**config.mk**
```make
export PLATFORM = sky130hd
export DESIGN_NAME = cm0_mem_arbiter_flat
export DESIGN_NICKNAME = d
export VERILOG_FILES = /design/src/rtl/cm0_bus_pkg.sv /design/src/rtl/cm0_mem_arbiter_if.sv /design/src/rtl/cm0_mem_arbiter.sv /design/src/flat_wrapper.sv
export SDC_FILE = /design/constraint.sdc
export NUM_CORES = 1
export LEC_CHECK = 0
export BUFFER_PORTS_ARGS = -buffer_cell sky130_fd_sc_hd__buf_2
export CAP_MARGIN = 15
export CORE_AREA = 2 2 106 108
export DETAILED_ROUTE_END_ITERATION = 8
export DIE_AREA = 0 0 108 110
export PLACE_DENSITY = 0.54
export RECOVER_POWER = 25
export SETUP_SLACK_MARGIN = 0.05
export SLEW_MARGIN = 15
export SYNTH_ARGS = -nofsm -noshare
export SYNTH_HDL_FRONTEND = slang
export SYNTH_SLANG_ARGS = --single-unit
```
**constraint.sdc**
```tcl
create_clock -name clk -period 2.22 [get_ports clk]
set_input_delay 0.444 -clock clk [delete_from_list [all_inputs] [get_ports clk]]
set_output_delay 0.444 -clock clk [all_outputs]
set_load 0.01 [all_outputs]
```
**src/rtl/cm0_bus_pkg.sv**
```systemverilog
// Shared types and widths for the cortex_m0 memory arbiter.
// Covers the owner/state encodings and the counter widths.
package cm0_bus_pkg;

  typedef enum logic {OWN_F = 1'b0, OWN_D = 1'b1} owner_e;
  typedef enum logic {ST_IDLE = 1'b0, ST_WAIT = 1'b1} state_e;

  localparam int STARVE_W = 4;
  localparam int LAT_W    = 3;

endpackage

```
**src/rtl/cm0_mem_arbiter_if.sv**
```systemverilog
// Fetch, data and memory-side signals of the arbiter.
// The slave modport is the arbiter's view; the master modport is the requester/memory view.
interface cm0_mem_arbiter_if #(
  parameter int ADDR_W = 32,
  parameter int DATA_W = 32
);

  logic              f_req;
  logic [ADDR_W-1:0] f_addr;
  logic              f_gnt;
  logic              f_rvalid;
  logic [DATA_W-1:0] f_rdata;

  logic                d_req;
  logic                d_we;
  logic [ADDR_W-1:0]   d_addr;
  logic [DATA_W-1:0]   d_wdata;
  logic [DATA_W/8-1:0] d_be;
  logic                d_gnt;
  logic                d_rvalid;
  logic [DATA_W-1:0]   d_rdata;

  logic                mem_en;
  logic                mem_we;
  logic [ADDR_W-1:0]   mem_addr;
  logic [DATA_W-1:0]   mem_wdata;
  logic [DATA_W/8-1:0] mem_be;
  logic [DATA_W-1:0]   mem_rdata;

  logic busy;

  modport slave (
    input  f_req, f_addr, d_req, d_we, d_addr, d_wdata, d_be, mem_rdata,
    output f_gnt, f_rvalid, f_rdata, d_gnt, d_rvalid, d_rdata,
    output mem_en, mem_we, mem_addr, mem_wdata, mem_be, busy
  );

  modport master (
    output f_req, f_addr, d_req, d_we, d_addr, d_wdata, d_be, mem_rdata,
    input  f_gnt, f_rvalid, f_rdata, d_gnt, d_rvalid, d_rdata,
    input  mem_en, mem_we, mem_addr, mem_wdata, mem_be, busy
  );

endinterface

```
**src/rtl/cm0_mem_arbiter.sv**
```systemverilog
// Shares one fixed-latency memory port between fetch and load/store traffic.
// Data wins by default; a starvation counter forces a fetch grant after STARVE_MAX data wins.
module cm0_mem_arbiter
  import cm0_bus_pkg::*;
#(
  parameter int ADDR_W     = 32,
  parameter int DATA_W     = 32,
  parameter int MEM_LAT    = 1,
  parameter int STARVE_MAX = 4
) (
  input logic              clk,
  input logic              rst,
  cm0_mem_arbiter_if.slave bus
);

  localparam logic [STARVE_W-1:0] STARVE_LIM = STARVE_W'(STARVE_MAX);
  localparam logic [LAT_W-1:0]    LAT_INIT   = LAT_W'(MEM_LAT);

  state_e              state_q, state_d;
  owner_e              owner_q, owner_d;
  logic                isRead_q, isRead_d;
  logic [LAT_W-1:0]    latCnt_q, latCnt_d;
  logic [STARVE_W-1:0] starveCnt_q, starveCnt_d;

  logic respNow, canIssue, fWins, dWins, fGnt, dGnt, issue, respValid, dWrite;
  logic [ADDR_W-1:0] addrMux;
  logic [DATA_W-1:0] rdataMux;

  // A new access may start when idle or in the very cycle the old one returns.
  always_comb begin
    respNow  = (state_q == ST_WAIT) && (latCnt_q == LAT_W'(1));
    canIssue = !rst && ((state_q == ST_IDLE) || respNow);
    fWins    = bus.f_req && (!bus.d_req || (starveCnt_q == STARVE_LIM));
    dWins    = bus.d_req && !fWins;
    fGnt     = canIssue && fWins;
    dGnt     = canIssue && dWins;
    issue    = fGnt || dGnt;
    dWrite   = dGnt && bus.d_we;
    addrMux  = '0;
    if (fGnt) begin
      addrMux = bus.f_addr;
    end else if (dGnt) begin
      addrMux = bus.d_addr;
    end
    respValid = !rst && respNow && isRead_q;
    rdataMux  = bus.mem_rdata;
  end

  assign bus.f_gnt     = fGnt;
  assign bus.d_gnt     = dGnt;
  assign bus.mem_en    = issue;
  assign bus.mem_we    = dWrite;
  assign bus.mem_addr  = addrMux;
  assign bus.mem_wdata = dWrite ? bus.d_wdata : '0;
  assign bus.mem_be    = dWrite ? bus.d_be : '0;
  assign bus.f_rvalid  = respValid && (owner_q == OWN_F);
  assign bus.d_rvalid  = respValid && (owner_q == OWN_D);
  assign bus.f_rdata   = bus.f_rvalid ? rdataMux : '0;
  assign bus.d_rdata   = bus.d_rvalid ? rdataMux : '0;
  assign bus.busy      = !rst && (state_q == ST_WAIT);

  always_comb begin
    state_d  = state_q;
    owner_d  = owner_q;
    isRead_d = isRead_q;
    latCnt_d = latCnt_q;
    if (issue) begin
      state_d  = ST_WAIT;
      owner_d  = fGnt ? OWN_F : OWN_D;
      isRead_d = fGnt || !bus.d_we;
      latCnt_d = LAT_INIT;
    end else if (respNow) begin
      state_d = ST_IDLE;
    end else if (state_q == ST_WAIT) begin
      latCnt_d = latCnt_q - LAT_W'(1);
    end
    // Counts data wins only while fetch is actually waiting.
    starveCnt_d = starveCnt_q;
    if (!bus.f_req || fGnt) begin
      starveCnt_d = '0;
    end else if (dGnt && (starveCnt_q != STARVE_LIM)) begin
      starveCnt_d = starveCnt_q + STARVE_W'(1);
    end
  end

  always_ff @(posedge clk) begin
    if (rst) begin
      state_q     <= ST_IDLE;
      owner_q     <= OWN_F;
      isRead_q    <= 1'b0;
      latCnt_q    <= '0;
      starveCnt_q <= '0;
    end else begin
      state_q     <= state_d;
      owner_q     <= owner_d;
      isRead_q    <= isRead_d;
      latCnt_q    <= latCnt_d;
      starveCnt_q <= starveCnt_d;
    end
  end

endmodule

```
**src/flat_wrapper.sv**
```systemverilog
// flat-port wrapper written by rule: the top's interface ports become plain ports
module cm0_mem_arbiter_flat import cm0_bus_pkg::*;
#(
  parameter int ADDR_W     = 32,
  parameter int DATA_W     = 32,
  parameter int MEM_LAT    = 1,
  parameter int STARVE_MAX = 4
)
  (clk, rst, bus_f_req, bus_f_addr, bus_d_req, bus_d_we, bus_d_addr, bus_d_wdata, bus_d_be, bus_mem_rdata, bus_f_gnt, bus_f_rvalid, bus_f_rdata, bus_d_gnt, bus_d_rvalid, bus_d_rdata, bus_mem_en, bus_mem_we, bus_mem_addr, bus_mem_wdata, bus_mem_be, bus_busy);
  cm0_mem_arbiter_if #(.ADDR_W(ADDR_W), .DATA_W(DATA_W)) bus_i ();
  input logic clk;
  input logic rst;
  input wire logic [$bits(bus_i.f_req)-1:0] bus_f_req;
  input wire logic [$bits(bus_i.f_addr)-1:0] bus_f_addr;
  input wire logic [$bits(bus_i.d_req)-1:0] bus_d_req;
  input wire logic [$bits(bus_i.d_we)-1:0] bus_d_we;
  input wire logic [$bits(bus_i.d_addr)-1:0] bus_d_addr;
  input wire logic [$bits(bus_i.d_wdata)-1:0] bus_d_wdata;
  input wire logic [$bits(bus_i.d_be)-1:0] bus_d_be;
  input wire logic [$bits(bus_i.mem_rdata)-1:0] bus_mem_rdata;
  output wire logic [$bits(bus_i.f_gnt)-1:0] bus_f_gnt;
  output wire logic [$bits(bus_i.f_rvalid)-1:0] bus_f_rvalid;
  output wire logic [$bits(bus_i.f_rdata)-1:0] bus_f_rdata;
  output wire logic [$bits(bus_i.d_gnt)-1:0] bus_d_gnt;
  output wire logic [$bits(bus_i.d_rvalid)-1:0] bus_d_rvalid;
  output wire logic [$bits(bus_i.d_rdata)-1:0] bus_d_rdata;
  output wire logic [$bits(bus_i.mem_en)-1:0] bus_mem_en;
  output wire logic [$bits(bus_i.mem_we)-1:0] bus_mem_we;
  output wire logic [$bits(bus_i.mem_addr)-1:0] bus_mem_addr;
  output wire logic [$bits(bus_i.mem_wdata)-1:0] bus_mem_wdata;
  output wire logic [$bits(bus_i.mem_be)-1:0] bus_mem_be;
  output wire logic [$bits(bus_i.busy)-1:0] bus_busy;
  assign bus_i.f_req = bus_f_req;
  assign bus_i.f_addr = bus_f_addr;
  assign bus_i.d_req = bus_d_req;
  assign bus_i.d_we = bus_d_we;
  assign bus_i.d_addr = bus_d_addr;
  assign bus_i.d_wdata = bus_d_wdata;
  assign bus_i.d_be = bus_d_be;
  assign bus_i.mem_rdata = bus_mem_rdata;
  assign bus_f_gnt = bus_i.f_gnt;
  assign bus_f_rvalid = bus_i.f_rvalid;
  assign bus_f_rdata = bus_i.f_rdata;
  assign bus_d_gnt = bus_i.d_gnt;
  assign bus_d_rvalid = bus_i.d_rvalid;
  assign bus_d_rdata = bus_i.d_rdata;
  assign bus_mem_en = bus_i.mem_en;
  assign bus_mem_we = bus_i.mem_we;
  assign bus_mem_addr = bus_i.mem_addr;
  assign bus_mem_wdata = bus_i.mem_wdata;
  assign bus_mem_be = bus_i.mem_be;
  assign bus_busy = bus_i.busy;
  cm0_mem_arbiter #(.ADDR_W(ADDR_W), .DATA_W(DATA_W), .MEM_LAT(MEM_LAT), .STARVE_MAX(STARVE_MAX)) u_core (.clk(clk), .rst(rst), .bus(bus_i));
endmodule
```
[Word level (Yosys, flattened, before mapping)]
Cells that the tools add are included.
Word-level totals
  register bits: 10
  input port bits: 137
  output and inout bits: 139
Operators by class
  add/sub/neg operators: 2
  equality and inequality tests: 4
  multiplexer cells: 12
  bitwise gates (word level): 3
  reductions and logical operators: 29
Operators with widths (number)
  $mux 32: 5
  $logic_and 1x1->1: 13
  $mux 1: 6
  $logic_not 1->1: 5
  $logic_or 1x1->1: 5
  $add 4x1->4 const B: 1
  $eq 4x3->1 const B: 1
  $mux 4: 1
  $ne 4x3->1 const B: 1
  $reduce_and 2->1: 2
  $reduce_bool 2->1: 2
  $reduce_or 2->1: 2
  $eq 3x1->1 const B: 1
  $not 1->1: 3
  $sub 3x1->3 const B: 1
  $ne 2x2->1 const B: 1

[Depth between registers and ports, before layout]
  depth in word-level cells: 9
  gate-level depth with buffers: 8
  depth with buffers taken out: 7

[Worst setup path before layout]
OpenSTA, ideal clock, no wires.
  path type: reg-to-output
  start: register u_core.starveCnt_q[0]
  end: output port bus_mem_wdata[10]
  arrival: 1.533 ns
  data required time: 1.776 ns
  path slack: 0.243 ns
  cell stages (with the launch flop): 9
  path buffers: 2
  cells stage by stage: dfxtp_1 -> inv_1 -> ha_1 -> nand3b_4 -> a21boi_2 -> and3b_1 -> buf_2 -> buf_2 -> and2_1
Between the ends
  word-level cells in the longest chain between the ends: 8
Ends and longest elaborated chain
  from (decl): RTL line cm0_mem_arbiter.sv:23  | logic [STARVE_W-1:0] starveCnt_q, starveCnt_d;
  from (signal assigned): RTL line cm0_mem_arbiter.sv:98  | starveCnt_q <= starveCnt_d;
  $eq 4x3->1: RTL line cm0_mem_arbiter.sv:33  | fWins = bus.f_req && (!bus.d_req || (starveCnt_q == STARVE_LIM));
  $logic_or 1x1->1: RTL line cm0_mem_arbiter.sv:33
  $logic_and 1x1->1: RTL line cm0_mem_arbiter.sv:33
  $logic_not 1->1: RTL line cm0_mem_arbiter.sv:34  | dWins = bus.d_req && !fWins;
  $logic_and 1x1->1: RTL line cm0_mem_arbiter.sv:34
  $logic_and 1x1->1: RTL line cm0_mem_arbiter.sv:36  | dGnt = canIssue && dWins;
  $logic_and 1x1->1: RTL line cm0_mem_arbiter.sv:38  | dWrite = dGnt && bus.d_we;
  $mux 32: RTL line cm0_mem_arbiter.sv:54  | assign bus.mem_wdata = dWrite ? bus.d_wdata : '0;
  to (decl): RTL line flat_wrapper.sv:30  | output wire logic [$bits(bus_i.mem_wdata)-1:0] bus_mem_wdata;
No other way between the ends.

[Final worst setup path]
  start: register u_core.latCnt_q[0]
  end: output port bus_d_rdata[12]
Between the ends
  word-level cells in the longest chain between the ends: 6
Ends and longest elaborated chain
  from (decl): RTL line cm0_mem_arbiter.sv:22  | logic [LAT_W-1:0] latCnt_q, latCnt_d;
  from (signal assigned): RTL line cm0_mem_arbiter.sv:97  | latCnt_q <= latCnt_d;
  $eq 3x1->1: RTL line cm0_mem_arbiter.sv:31  | respNow = (state_q == ST_WAIT) && (latCnt_q == LAT_W'(1));
  $logic_and 1x1->1: RTL line cm0_mem_arbiter.sv:31
  $logic_and 1x1->1 (2 in series): RTL line cm0_mem_arbiter.sv:45  | respValid = !rst && respNow && isRead_q;
  $logic_and 1x1->1: RTL line cm0_mem_arbiter.sv:57  | assign bus.d_rvalid = respValid && (owner_q == OWN_D);
  $mux 32: RTL line cm0_mem_arbiter.sv:59  | assign bus.d_rdata = bus.d_rvalid ? rdataMux : '0;
  to (decl): RTL line flat_wrapper.sv:26  | output wire logic [$bits(bus_i.d_rdata)-1:0] bus_d_rdata;
No other way between the ends.

==> run summary <==
================================================================================
Status ............................................................ finished, violations left
Violations in the final reports ................................... setup timing
Net Count, Synth ..................................................          434
Internal power ....................................................    0.7177 mW
Post-synth top cells .............................................. 101 x sky130_fd_sc_hd__and2_1, 37 x sky130_fd_sc_hd__nand2_1, 35 x sky130_fd_sc_hd__o21ai_0, 34 x sky130_fd_sc_hd__nand3_1
Arrival time of data at the critical path endpoint ................      1.94 ns
Die Y .............................................................       110 um
Maximum fanout encountered on the critical timing path ............            8
Tcrit/Tclk final ..................................................        1.076
Length of the first detailed-routing pass in iterations ...........            4
Area fraction of the dominant cell type after synthesis ...........       0.3417
Area taken by flip-flops and latches ..............................   207.7 um^2
Number of global-route vias before repair .........................        3,005
Post-detailed-routing wire length .................................    13,430 um
Number of pins exceeding their max-slew limit in the final report .            0
Count of yosys warnings during synthesis ..........................            0
Tmin final ........................................................     2.388 ns
Maximum capacitance violations ....................................            0
Sort of element at the end of the critical path ...................  output port
Detailed placer's ending HPWL .....................................      7720 um
FF-to-FF setup slack ..............................................      0.58 ns
Clock transition at the registers of the reported paths ...........      0.05 ns
DRC ...............................................................            0
Count of distinct cell types in the synthesized netlist ...........           29
Sort of element at the start of the critical path .................         flop
Count of buffers from port buffering ..............................          275
Total Nets Final ..................................................          732
Skew final ........................................................ 0.0009636 ns
Final standard cell area without fillers ..........................    5102 um^2
Cell types with the largest area share after synthesis ............ sky130_fd_sc_hd__and2_1 34%, sky130_fd_sc_hd__dfxtp_1 11%, sky130_fd_sc_hd__o21ai_0 9.5%
Detailed router's first-iteration violation count .................          164
Area growth from synthesis to layout ..............................       175.9%
Total Routing Usage GR ............................................       0.1719
First-pass GRT wire length ........................................    15,640 um
Most used flip-flop cell after synthesis .......................... sky130_fd_sc_hd__dfxtp_1
Post-detailed-route count of antenna-violating nets ...............            0
Overall overflow remaining after global route .....................            0
Clock tree root buffer cell ....................................... sky130_fd_sc_hd__clkbuf_8
Start-to-end type of the worst setup path ......................... flop to output port
Die ar. ...........................................................  11,880 um^2
Worst Setup Slack, final ..........................................   -0.1681 ns
Post-layout util ..................................................       0.4770
Proportion of layout cells with a drive suffix above 1 ............       0.8169
Pin count of the biggest net entering global routing ..............           34
Number of rows in the core area ...................................           38
Classification of the worst-slack hold path ....................... flop to flop
Number of synthesized register bits ...............................           10
Synthesized netlist cell count ....................................          293
Post-DR vias/cell .................................................        4.663
Filler cell count in the final layout .............................          999
Post-DR wirelength/cell ...........................................     18.32 um
Initial antenna violation count ...................................            3
Share of total power consumed by net switching ....................       0.3819
Worst EP required .................................................      1.78 ns
Net load switching power ..........................................    0.4434 mW
Mean Syn Cell Area ................................................   6.312 um^2
Setup repair after global routing missed its margin ...............         true
Lkg Pwr ...........................................................     2.629 nW
Number of setup violations in the final report ....................          118
Multi-input logic area ............................................    2108 um^2
Initial Util ......................................................       0.1729
Logic pwr share ...................................................        0.623
Floorplan die width ...............................................       108 um
Async set-reset flop share out of synthesis .......................            0
Worst slew pin tran ...............................................    0.5206 ns
Clock net sink count ..............................................           10
Final hold violations .............................................            0
Final weighted congestion in routability-driven placement .........       0.9587
Placeable Area ....................................................  10,700 um^2
# IOs .............................................................          276
Max clock buf depth ...............................................            2
Seq pwr share .....................................................        0.179
Placed instance area ..............................................    3359 um^2
Most used standard cell by instance count after synthesis ......... sky130_fd_sc_hd__and2_1
Power density normalized to cell area ............................. 227.5 nW/um^2
H-tree levels .....................................................            1
Share of power burned in the clock network ........................        0.199
Total power of the final layout ...................................     1.161 mW
Timing-limited maximum frequency ..................................    418.7 MHz
Sequential-to-total area share from yosys stat ....................       0.1083
Via total after detailed routing ..................................        3,418
EDFF count, synth .................................................            0
CTS tree ..........................................................        built
Highest ir drop seen on vdd .......................................    0.1413 mV
Cts bufs inserted .................................................            3
Area of the mapped netlist ........................................    1849 um^2
Cell accounting for the most synthesized area ..................... sky130_fd_sc_hd__and2_1
Tightest slew margin relative to the limit ........................       0.6524
Insertion delay to the later sink of the worst-skew pair ..........      0.24 ns
================================================================================
## final timing paths
| kind | start | to | cells past startpoint |
|---|---|---|---|
| worst max-delay path | u_core.latCnt_q[0] | bus_d_rdata[12] | 6 |
| worst min-delay path | u_core.latCnt_q[1] | u_core.latCnt_q[1] | 2 |
| worst max register to register | u_core.starveCnt_q[1] | u_core.isRead_q | 9 |
| worst min register to register | u_core.latCnt_q[1] | u_core.latCnt_q[1] | 2 |
## logic make-up (layout without fill, tap and decap cells)
kind of cell,count (synthesis),in the layout,synth area share
adder cells (fa/ha/maj),4,4,0.02706
AND/OR/NAND/NOR,197,202,0.6204
other,0,3,0
flip-flops,10,10,0.1083
buffers and inverters,33,325,0.1015
AO/OA/AOI/OAI,49,49,0.1428
## metrics by stage
step	setup slack (ns)	hold slack, ns	cells	setup TNS [ns]
global route	-0.2115	0.5066	730	-17.43
finish	-0.1681	0.4844	733	-9.680
CTS	-0.1295	0.4752	721	-9.917
global placement	0.06069	0.4562	692	0
floorplan	0.2425	0.4406	293	0
detailed placement	0.03905	0.4800	692	0
## critical path, stage by stage, from the launching register on
cell                       delay (ns)
sky130_fd_sc_hd__dfxtp_2         0.37
sky130_fd_sc_hd__ha_4            0.17
sky130_fd_sc_hd__nand2b_4        0.06
sky130_fd_sc_hd__or3_4           0.50
sky130_fd_sc_hd__nor2_4          0.27
sky130_fd_sc_hd__and2_1          0.19
sky130_fd_sc_hd__buf_2           0.14
## state kept, by name (all words and copies together), names as in the netlist
register and flops:
u_core.isRead_q 1, u_core.latCnt_q 3, u_core.owner_q 1, u_core.starveCnt_q 4, u_core.state_q 1
## metal layers
layer / track usage / vias to the layer above / wire length, um
li1: - / 1565 / -
met1: 0.1783 / 1596 / 4814
met2: 0.3441 / 224 / 7045
met3: 0.05291 / 31 / 1248
met4: 0.02473 / 2 / 304
met5: 0 / - / 12
## cell usage in the layout (no fill, tap or decap), types with 9 or more instances in the layout
| cell | n |
|---|---|
| sky130_fd_sc_hd__buf_2 | 199 |
| sky130_fd_sc_hd__o21ai_2 | 12 |
| sky130_fd_sc_hd__and2_1 | 28 |
| sky130_fd_sc_hd__a21oi_1 | 9 |
| sky130_fd_sc_hd__nand3_2 | 25 |
| sky130_fd_sc_hd__buf_6 | 83 |
| sky130_fd_sc_hd__o21ai_1 | 20 |
| sky130_fd_sc_hd__nand2_4 | 15 |
| sky130_fd_sc_hd__and2_4 | 73 |
| sky130_fd_sc_hd__nand2_2 | 11 |
| sky130_fd_sc_hd__nand2_1 | 11 |
| sky130_fd_sc_hd__buf_12 | 11 |
## power by group through the flow
| stage | clock network (mW) | registers (mW) | logic (mW) |
|---|---|---|---|
| 2_1_floorplan | 0 | 0.203 | 0.190 |
| 3_3_place_gp | 0 | 0.204 | 0.410 |
| 3_5_place_dp | 0 | 0.205 | 0.415 |
| 4_1_cts | 0.236 | 0.208 | 0.590 |
| 5_1_grt | 0.242 | 0.209 | 0.766 |
| 6_report | 0.231 | 0.208 | 0.723 |
## final cells by class
type | instances | share of cell area
Antenna cell | 3 | 0.001471
Clock buffer | 4 | 0.01079
Inverter | 7 | 0.005640
Multi-Input combinational cell | 255 | 0.4132
Sequential cell | 10 | 0.04071
Tap cell | 140 | 0.03433
Timing Repair Buffer | 314 | 0.4939
## what timing repair did
item	4_1_cts	5_1_grt
pin swaps	68	112
cloned	12	8
gates resized for setup	110	216
endpoints found under the setup margin	136	138
buffers inserted	13	4
hold buffers	0	0
Note: power is estimated with default switching activity, not from simulation.
